### src/rtl/painel_contador.sv
// Board counter panel: prescaled up/down/load counter with wrap or saturate overflow,
// sticky overflow flag, 7-segment hex decode of the low nibble and an FSM state for the LCD.
module painel_contador #(
    parameter int NBITS    = 8,
    parameter int PRESCALE = 1,
    parameter int SATURATE = 0
) (
    input  logic             clk_2,
    input  logic             reset_n,
    input  logic             en,
    input  logic [1:0]       mode,
    input  logic [NBITS-1:0] load_value,
    input  logic             clr_ovf,
    output logic [NBITS-1:0] count,
    output logic [NBITS-1:0] LED,
    output logic [7:0]       SEG,
    output logic             ovf,
    output logic             wrap,
    output logic [2:0]       state_o
);

    typedef enum logic [2:0] {
        ST_HOLD = 3'd0,
        ST_UP   = 3'd1,
        ST_DOWN = 3'd2,
        ST_LOAD = 3'd3,
        ST_SAT  = 3'd4
    } state_t;

    localparam logic [1:0] M_HOLD = 2'b00;
    localparam logic [1:0] M_UP   = 2'b01;
    localparam logic [1:0] M_DOWN = 2'b10;
    localparam logic [1:0] M_LOAD = 2'b11;

    localparam int            PW      = (PRESCALE > 1) ? $clog2(PRESCALE) : 1;
    localparam logic [PW-1:0] PRE_MAX = PW'(PRESCALE - 1);

    state_t           r_state, w_state;
    logic [NBITS-1:0] r_count, w_count;
    logic [PW-1:0]    r_pre, w_pre, w_pre_eff;
    logic [1:0]       r_prev_mode;
    logic             r_ovf, w_ovf_set;
    logic             r_wrap, w_wrap;
    logic             r_sat_dir, w_sat_dir;     // 0 = clamped at max (UP), 1 = clamped at 0 (DOWN)
    logic             w_updown, w_tick, w_sat_stay;
    logic [6:0]       w_seg7;

    // A direction change restarts the prescaler as if counting had just begun.
    assign w_updown   = (mode == M_UP) || (mode == M_DOWN);
    assign w_pre_eff  = (mode != r_prev_mode) ? '0 : r_pre;
    assign w_tick     = en && w_updown && (w_pre_eff == PRE_MAX);
    assign w_sat_stay = (r_state == ST_SAT) &&
                        ((!r_sat_dir && mode == M_UP) || (r_sat_dir && mode == M_DOWN));

    always_comb begin
        // NOTE: every signal driven here gets a default first so no path can infer a latch.
        w_state   = r_state;
        w_count   = r_count;
        w_wrap    = 1'b0;
        w_ovf_set = 1'b0;
        w_sat_dir = r_sat_dir;

        if (!w_updown)  w_pre = '0;
        else if (!en)   w_pre = w_pre_eff;
        else if (w_tick) w_pre = '0;
        else            w_pre = w_pre_eff + PW'(1);

        case (mode)
            M_HOLD: w_state = ST_HOLD;
            M_LOAD: begin
                w_state = ST_LOAD;
                w_count = load_value;
            end
            M_UP: begin
                if (w_sat_stay) begin
                    w_state = ST_SAT;
                end else begin
                    w_state = ST_UP;
                    if (w_tick) begin
                        if (&r_count) begin
                            w_wrap    = 1'b1;
                            w_ovf_set = 1'b1;
                            if (SATURATE != 0) begin
                                w_state   = ST_SAT;
                                w_sat_dir = 1'b0;
                            end else begin
                                w_count = '0;
                            end
                        end else begin
                            w_count = r_count + NBITS'(1);
                        end
                    end
                end
            end
            default: begin  // M_DOWN
                if (w_sat_stay) begin
                    w_state = ST_SAT;
                end else begin
                    w_state = ST_DOWN;
                    if (w_tick) begin
                        if (r_count == '0) begin
                            w_wrap    = 1'b1;
                            w_ovf_set = 1'b1;
                            if (SATURATE != 0) begin
                                w_state   = ST_SAT;
                                w_sat_dir = 1'b1;
                            end else begin
                                w_count = '1;
                            end
                        end else begin
                            w_count = r_count - NBITS'(1);
                        end
                    end
                end
            end
        endcase
    end

    // NOTE: state registers use non-blocking assignments so all flops update from pre-edge values.
    always_ff @(posedge clk_2 or negedge reset_n) begin
        if (!reset_n) begin
            r_state     <= ST_HOLD;
            r_count     <= '0;
            r_pre       <= '0;
            r_prev_mode <= M_HOLD;
            r_ovf       <= 1'b0;
            r_wrap      <= 1'b0;
            r_sat_dir   <= 1'b0;
        end else begin
            r_state     <= w_state;
            r_count     <= w_count;
            r_pre       <= w_pre;
            r_prev_mode <= mode;
            r_wrap      <= w_wrap;
            r_sat_dir   <= w_sat_dir;
            if (w_ovf_set)    r_ovf <= 1'b1;
            else if (clr_ovf) r_ovf <= 1'b0;
        end
    end

    always_comb begin
        w_seg7 = 7'h00;
        case (r_count[3:0])
            4'h0: w_seg7 = 7'h3F;
            4'h1: w_seg7 = 7'h06;
            4'h2: w_seg7 = 7'h5B;
            4'h3: w_seg7 = 7'h4F;
            4'h4: w_seg7 = 7'h66;
            4'h5: w_seg7 = 7'h6D;
            4'h6: w_seg7 = 7'h7D;
            4'h7: w_seg7 = 7'h07;
            4'h8: w_seg7 = 7'h7F;
            4'h9: w_seg7 = 7'h6F;
            4'hA: w_seg7 = 7'h77;
            4'hB: w_seg7 = 7'h7C;
            4'hC: w_seg7 = 7'h39;
            4'hD: w_seg7 = 7'h5E;
            4'hE: w_seg7 = 7'h79;
            default: w_seg7 = 7'h71;
        endcase
    end

    assign count   = r_count;
    assign LED     = r_count;
    assign SEG     = {r_ovf, w_seg7};
    assign ovf     = r_ovf;
    assign wrap    = r_wrap;
    assign state_o = r_state;

endmodule

### config.mk
export PLATFORM = sky130hd
export DESIGN_NAME = painel_contador
export DESIGN_NICKNAME = d
export VERILOG_FILES = /design/src/rtl/painel_contador.sv
export SDC_FILE = /design/constraint.sdc
export NUM_CORES = 1
export LEC_CHECK = 0
export ABC_AREA = 1
export CAP_MARGIN = 30
export CORE_MARGIN = 4
export CORE_UTILIZATION = 45
export DETAILED_ROUTE_END_ITERATION = 7
export PLACE_DENSITY_LB_ADDON = 0.1
export SYNTH_ARGS = -nofsm -noshare
export SYNTH_HDL_FRONTEND = slang
export SYNTH_SLANG_ARGS = --single-unit
### constraint.sdc
create_clock -name clk_2 -period 2.85 [get_ports clk_2]
set_input_delay 0.4275 -clock clk_2 [delete_from_list [all_inputs] [get_ports clk_2]]
set_output_delay 0.4275 -clock clk_2 [all_outputs]
set_load 0.1 [all_outputs]
==> results.py, run 1 <==
metrics = {
    "outcome": {
        "status": "finished clean",
    },
    "logic_synthesis": {
        "syn_area_sq_mm": 0.00156,
        "synth_cell_types": 32,
        "synth_flop_cell": "dfrtp_1",
        "syn_avg_cell_area_sq_um": 6.85,
        "ys_seq_elements": 16,
        "syn_nets": 254,
        "synth_edf_count": 0,
        "seq_area_frac_synth_pct": 25.7,
        "yosys_warnings": 0,
        "synthCells": 227,
        "async_flop_share_pct": 100,
    },
    "clocking": {
        "cts.sinks": 16,
        "hold_buffers": 0,
        "clockBufferDepth": 2,
        "clock_latency_ps": 280,
        "root_buffer": "clkbuf_4",
        "post-cts-setup-buffers": 0,
        "htree_levels": 1,
        "cts-resized-gates": 0,
        "path_clk_slew_ps": 90,
        "cts_tree": "done",
        "cts_buffers": 3,
    },
    "routing": {
        "via_count": 1532,
        "firstDrtPassIters": 4,
        "drc": 0,
        "drtIter0Drc": 117,
        "ant_nets": 0,
        "routed_via_density": 5.01,
        "wl_per_cell_um": 12.9,
        "drt-total-wl_um": 3950,
    },
    "critical_path": {
        "path_max_fanout": 12,
        "end_kind": "output port",
        "rrSetupSlack_ps": 1030,
        "slowest_stage": "dfrtp_2",
        "r2r_cells": 9,
        "worstSetupPathType": "reg -> out",
        "startpoint_type": "flop",
        "path_cells": "inv_1 > ha_1 > inv_1 > o21ai_0 > a21oi_1 > a31oi_4 > buf_12",
        "critPathBufInv": 3,
        "crit_top_cell": "inv_1",
        "rr_endpoint": "LED[6]$_DFFE_PN0P_",
        "r2r_start": "LED[3]$_DFFE_PN0P_",
        "crit_arrival_ps": 2100,
        "cp_data_required_time_ps": 2420,
        "slowest_delay_ps": 510,
        "cp_top_family": "compound AO/OA/AOI/OAI gates",
    },
    "placement": {
        "gp_congestion": 0.926,
        "dpl.hpwl_um": 3190,
        "numPortBuffers": 42,
    },
    "layout": {
        "drive_gt1_share_pct": 21.9,
        "final_common_cell": "nand2_1",
        "fin_nets": 288,
        "synthToLayoutAreaGrowth_pct": 27.8,
        "layout_common_cells": "nand2_1, inv_1, buf_4, nand3_1, dfrtp_1",
        "diodes": 0,
        "utilization_pct": 59.5,
    },
    "floorplanning": {
        "die_w_um": 66.8,
        "row_count": 21,
        "core_area_sq_mm": 0.00334,
        "top_level_ports": 43,
        "die_area_sq_mm": 0.00446,
        "initial_core_util_pct": 46.6,
        "die_h_um": 66.8,
    },
    "timing": {
        "tns_ps": 0,
        "relSlewSlack_pct": 47.5,
        "clock_skew_ps": 3.90,
        "timing.hold.ws_ps": 530,
        "min_period_over_period_pct": 88.7,
        "post-route-min-period_ps": 2530,
        "worst_pin_slew_ps": 787,
        "timing.fmax_mhz": 395,
        "slew_viol_final": 0,
        "setup_viol": 0,
        "rsz0062_at_grt": "no",
        "hold_violations": 0,
    },
    "grt": {
        "gr-total-overflow": 0,
        "antenna_found_initial": 0,
        "grt_pass1_vias": 1440,
        "grt_first_pass_wirelength_um": 6730,
        "grt_max_degree": 17,
        "grt_use_total_pct": 19.4,
    },
    "hold_path": {
        "hp-class": "reg -> reg",
        "min-delay-start": "ovf$_DFFE_PN0P_",
        "worst_hold_path.endpoint": "ovf$_DFFE_PN0P_",
        "whs_path_depth": 2,
    },
    "flow_run": {
        "maxCapViolCount": 0,
    },
}
-- layout make-up --
cell class / count / area, sq um
Tap cell: 46 / 57.6
Multi-Input combinational cell: 167 / 986
Timing Repair Buffer: 42 / 385
Sequential cell: 16 / 403
Fill cell: 328 / 1350
Clock buffer: 4 / 36.3
Inverter: 31 / 119
-- cells by family (layout without fill, tap and decap cells) --
family	Yosys count	in the layout	share of synthesized area [%]
simple gates	124	124	37.7
xor+xnor	2	2	1.13
fa+ha+maj	13	13	10.5
flops	16	16	25.7
compound gates	28	28	10.7
buf+inv	44	77	14.2
-- sequential cells by signal (all words and copies together), names as in the netlist --
name	count
r_prev_mode	2
state_o	3
wrap	1
LED	8
r_pre	1
ovf	1
-- synthesized netlist by cell type, types with 3 or more instances --
| cell type | n | area, sq um |
|---|---|---|
| inv_1 | 28 | 105 |
| a21oi_1 | 4 | 20.0 |
| dfrtp_1 | 16 | 400 |
| buf_4 | 10 | 75.1 |
| nand3_1 | 23 | 115 |
| ha_1 | 13 | 163 |
| nand4_1 | 3 | 18.8 |
| nand2_1 | 76 | 285 |
| o21ai_0 | 12 | 60.1 |
| nor2_1 | 9 | 33.8 |
-- worst max path at each step --
stage,start,endpoint,slack [ps],depth (start not counted)
CTS,LED[0]$_DFFE_PN0P_,SEG[3],320,7
floorplan,LED[0]$_DFFE_PN0P_,SEG[6],120,4
detailed placement,mode[0],LED[4]$_DFFE_PN0P_,550,7
global route,LED[0]$_DFFE_PN0P_,SEG[3],170,7
finish,LED[0]$_DFFE_PN0P_,SEG[3],320,7
global placement,mode[0],LED[6]$_DFFE_PN0P_,540,7
-- through the flow --
step / instances / area, sq um / worst slack, ps
after global routing: 306 / 1990 / 175
final: 306 / 1990 / 321
after detailed placement: 302 / 1950 / 550
after global placement: 302 / 1950 / 543
after CTS: 306 / 1990 / 321
after floorplan: 227 / 1610 / 117
-- routing by layer --
metal  share of wire [%]  vias up  global-route usage, %
met5                   0        -                      0
met4                   0        0                   1.52
met3                 6.1        0                   3.71
met2                  49       46                   31.9
met1                  45      697                   27.3
li1                    -      789                      -
-- worst min-delay path: stages (launching register included) --
cell	delay, ps
dfrtp_1	390
nand2_1	60
nand2_1	50
Power of run 1 is left out: the tool's default activity adds up to more than one toggle a clock period on the data nets, which glitch-free logic cannot reach.
==> inputs of run 2 (changes only) <==
- CORE_MARGIN: 4 -> default
- GPL_TIMING_DRIVEN: default -> 1
==> results.py, run 2 (synthesis results as in run 1) <==
metrics = {
    "routing": {
        "met1Wirelength_um": 1820,
        "drtIter0Drc": 74,
        "ant_nets": 0,
        "wl_met3_um": 217,
        "dr_wl_met2_um": 1760,
        "drc": 0,
        "topRoutingLayerUsed": "met4",
        "routed_via_density": 4.99,
        "wl_per_cell_um": 12.5,
        "drt-total-wl_um": 3810,
        "firstDrtPassIters": 4,
        "via_count": 1516,
    },
    "timing": {
        "post-route-min-period_ps": 2480,
        "clock_skew_ps": 0.766,
        "setup_viol": 0,
        "hold_violations": 0,
        "layout_setup_ws_ps": 373,
        "rsz0062_at_grt": "no",
        "worst_pin_slew_ps": 748,
        "slew_viol_final": 0,
        "relSlewSlack_pct": 50.0,
        "timing.fmax_mhz": 404,
        "min_period_over_period_pct": 86.9,
        "tns_ps": 0,
    },
    "layout": {
        "utilization_pct": 62.9,
        "drive_gt1_share_pct": 21.9,
        "seq_area_sq_um": 403,
        "fin_nets": 288,
        "multi_input_area_sq_um": 986,
        "synthToLayoutAreaGrowth_pct": 27.6,
        "largest_reg_flops": 8,
        "layout_common_cells": "nand2_1, inv_1, buf_4, nand3_1, dfrtp_1",
        "final_common_cell": "nand2_1",
        "fillCellCount": 333,
        "fin_cells": 304,
        "diodes": 0,
    },
    "critical_path": {
        "path_cells": "inv_1 > ha_1 > inv_1 > o21ai_0 > a21oi_1 > a31oi_4 > buf_12",
        "crit_top_cell": "inv_1",
        "crit_end": "SEG[3]",
        "r2r_start": "LED[0]$_DFFE_PN0P_",
        "startpoint_type": "flop",
        "critical_path_depth": 7,
        "rr_endpoint": "LED[2]$_DFFE_PN0P_",
        "worstSetupPathType": "reg -> out",
        "end_kind": "output port",
        "cp_data_required_time_ps": 2420,
        "rrSetupSlack_ps": 1050,
        "crit_arrival_ps": 2050,
        "slowest_delay_ps": 510,
        "slowest_stage": "dfrtp_2",
        "cp_top_family": "compound AO/OA/AOI/OAI gates",
        "path_max_fanout": 12,
        "r2r_cells": 7,
        "critPathBufInv": 3,
        "startpoint": "LED[0]$_DFFE_PN0P_",
    },
    "grt": {
        "grt_pass1_vias": 1364,
        "gr-total-overflow": 0,
        "antenna_found_initial": 0,
        "grt_max_degree": 17,
        "grt_use_total_pct": 22.7,
        "grt_first_pass_wirelength_um": 6160,
    },
    "placement": {
        "pre_cts_slack_ps": 522,
        "dpl.hpwl_um": 3000,
        "dp.cells": 300,
        "numPortBuffers": 42,
        "gp_congestion": 0.813,
    },
    "floorplanning": {
        "initial_core_util_pct": 49.3,
        "core_area_sq_mm": 0.00315,
        "die_area_sq_mm": 0.00370,
        "top_level_ports": 43,
        "row_count": 20,
        "die_h_um": 60.8,
        "die_w_um": 60.8,
    },
    "clocking": {
        "cts-resized-gates": 0,
        "root_buffer": "clkbuf_4",
        "cts_buffers": 3,
        "cts_tree": "done",
        "cts.sinks": 16,
        "htree_levels": 1,
        "clock_latency_ps": 290,
        "hold_buffers": 0,
        "path_clk_slew_ps": 90,
        "clockBufferDepth": 2,
        "post-cts-setup-buffers": 0,
    },
    "hold_path": {
        "hp-class": "reg -> reg",
    },
    "outcome": {
        "status": "finished clean",
    },
    "flow_run": {
        "maxCapViolCount": 0,
    },
}
[run 2: cell counts in the layout (fill, tap and decap cells not counted)]
No cell type changed its count.
[run 2: layer usage]
layer	global-route usage [%]	up-vias
li1	-	784
met1	32.8	681
met2	35.5	47
met3	4.48	4
met4	3.90	0
met5	0	-
[run 2: worst reg2reg max path, cell delays in order (launching register included)]
cell and delay, ps:
dfrtp_2 510, inv_1 190, ha_1 330, ha_1 280, o21ai_0 160, nand3_1 100, nand2_1 80, nand2_1 50
[run 2: how the worst min path moves through the flow]
| stage | startpoint | endpoint | slack [ps] | cells after the start |
|---|---|---|---|---|
| finish | ovf$_DFFE_PN0P_ | ovf$_DFFE_PN0P_ | 530 | 2 |
| global route | ovf$_DFFE_PN0P_ | ovf$_DFFE_PN0P_ | 560 | 2 |
| CTS | ovf$_DFFE_PN0P_ | ovf$_DFFE_PN0P_ | 540 | 2 |
| detailed placement | ovf$_DFFE_PN0P_ | ovf$_DFFE_PN0P_ | 510 | 2 |
| global placement | ovf$_DFFE_PN0P_ | ovf$_DFFE_PN0P_ | 500 | 2 |
| floorplan | reset_n | LED[0]$_DFFE_PN0P_ | 130 | 0 |
[run 2: layout make-up]
type	count	share of cell area, %
Sequential cell	16	20.3
Inverter	31	5.99
Timing Repair Buffer	42	19.4
Clock buffer	4	1.83
Tap cell	44	2.77
Multi-Input combinational cell	167	49.7
[run 2: per-stage QoR]
step | cell area, sq um | hold slack, ps
floorplan | 1610 | 132
global placement | 1950 | 501
detailed placement | 1950 | 514
CTS | 1980 | 536
global route | 1980 | 561
finish | 1980 | 534
Power of run 2 is left out for the same reason.
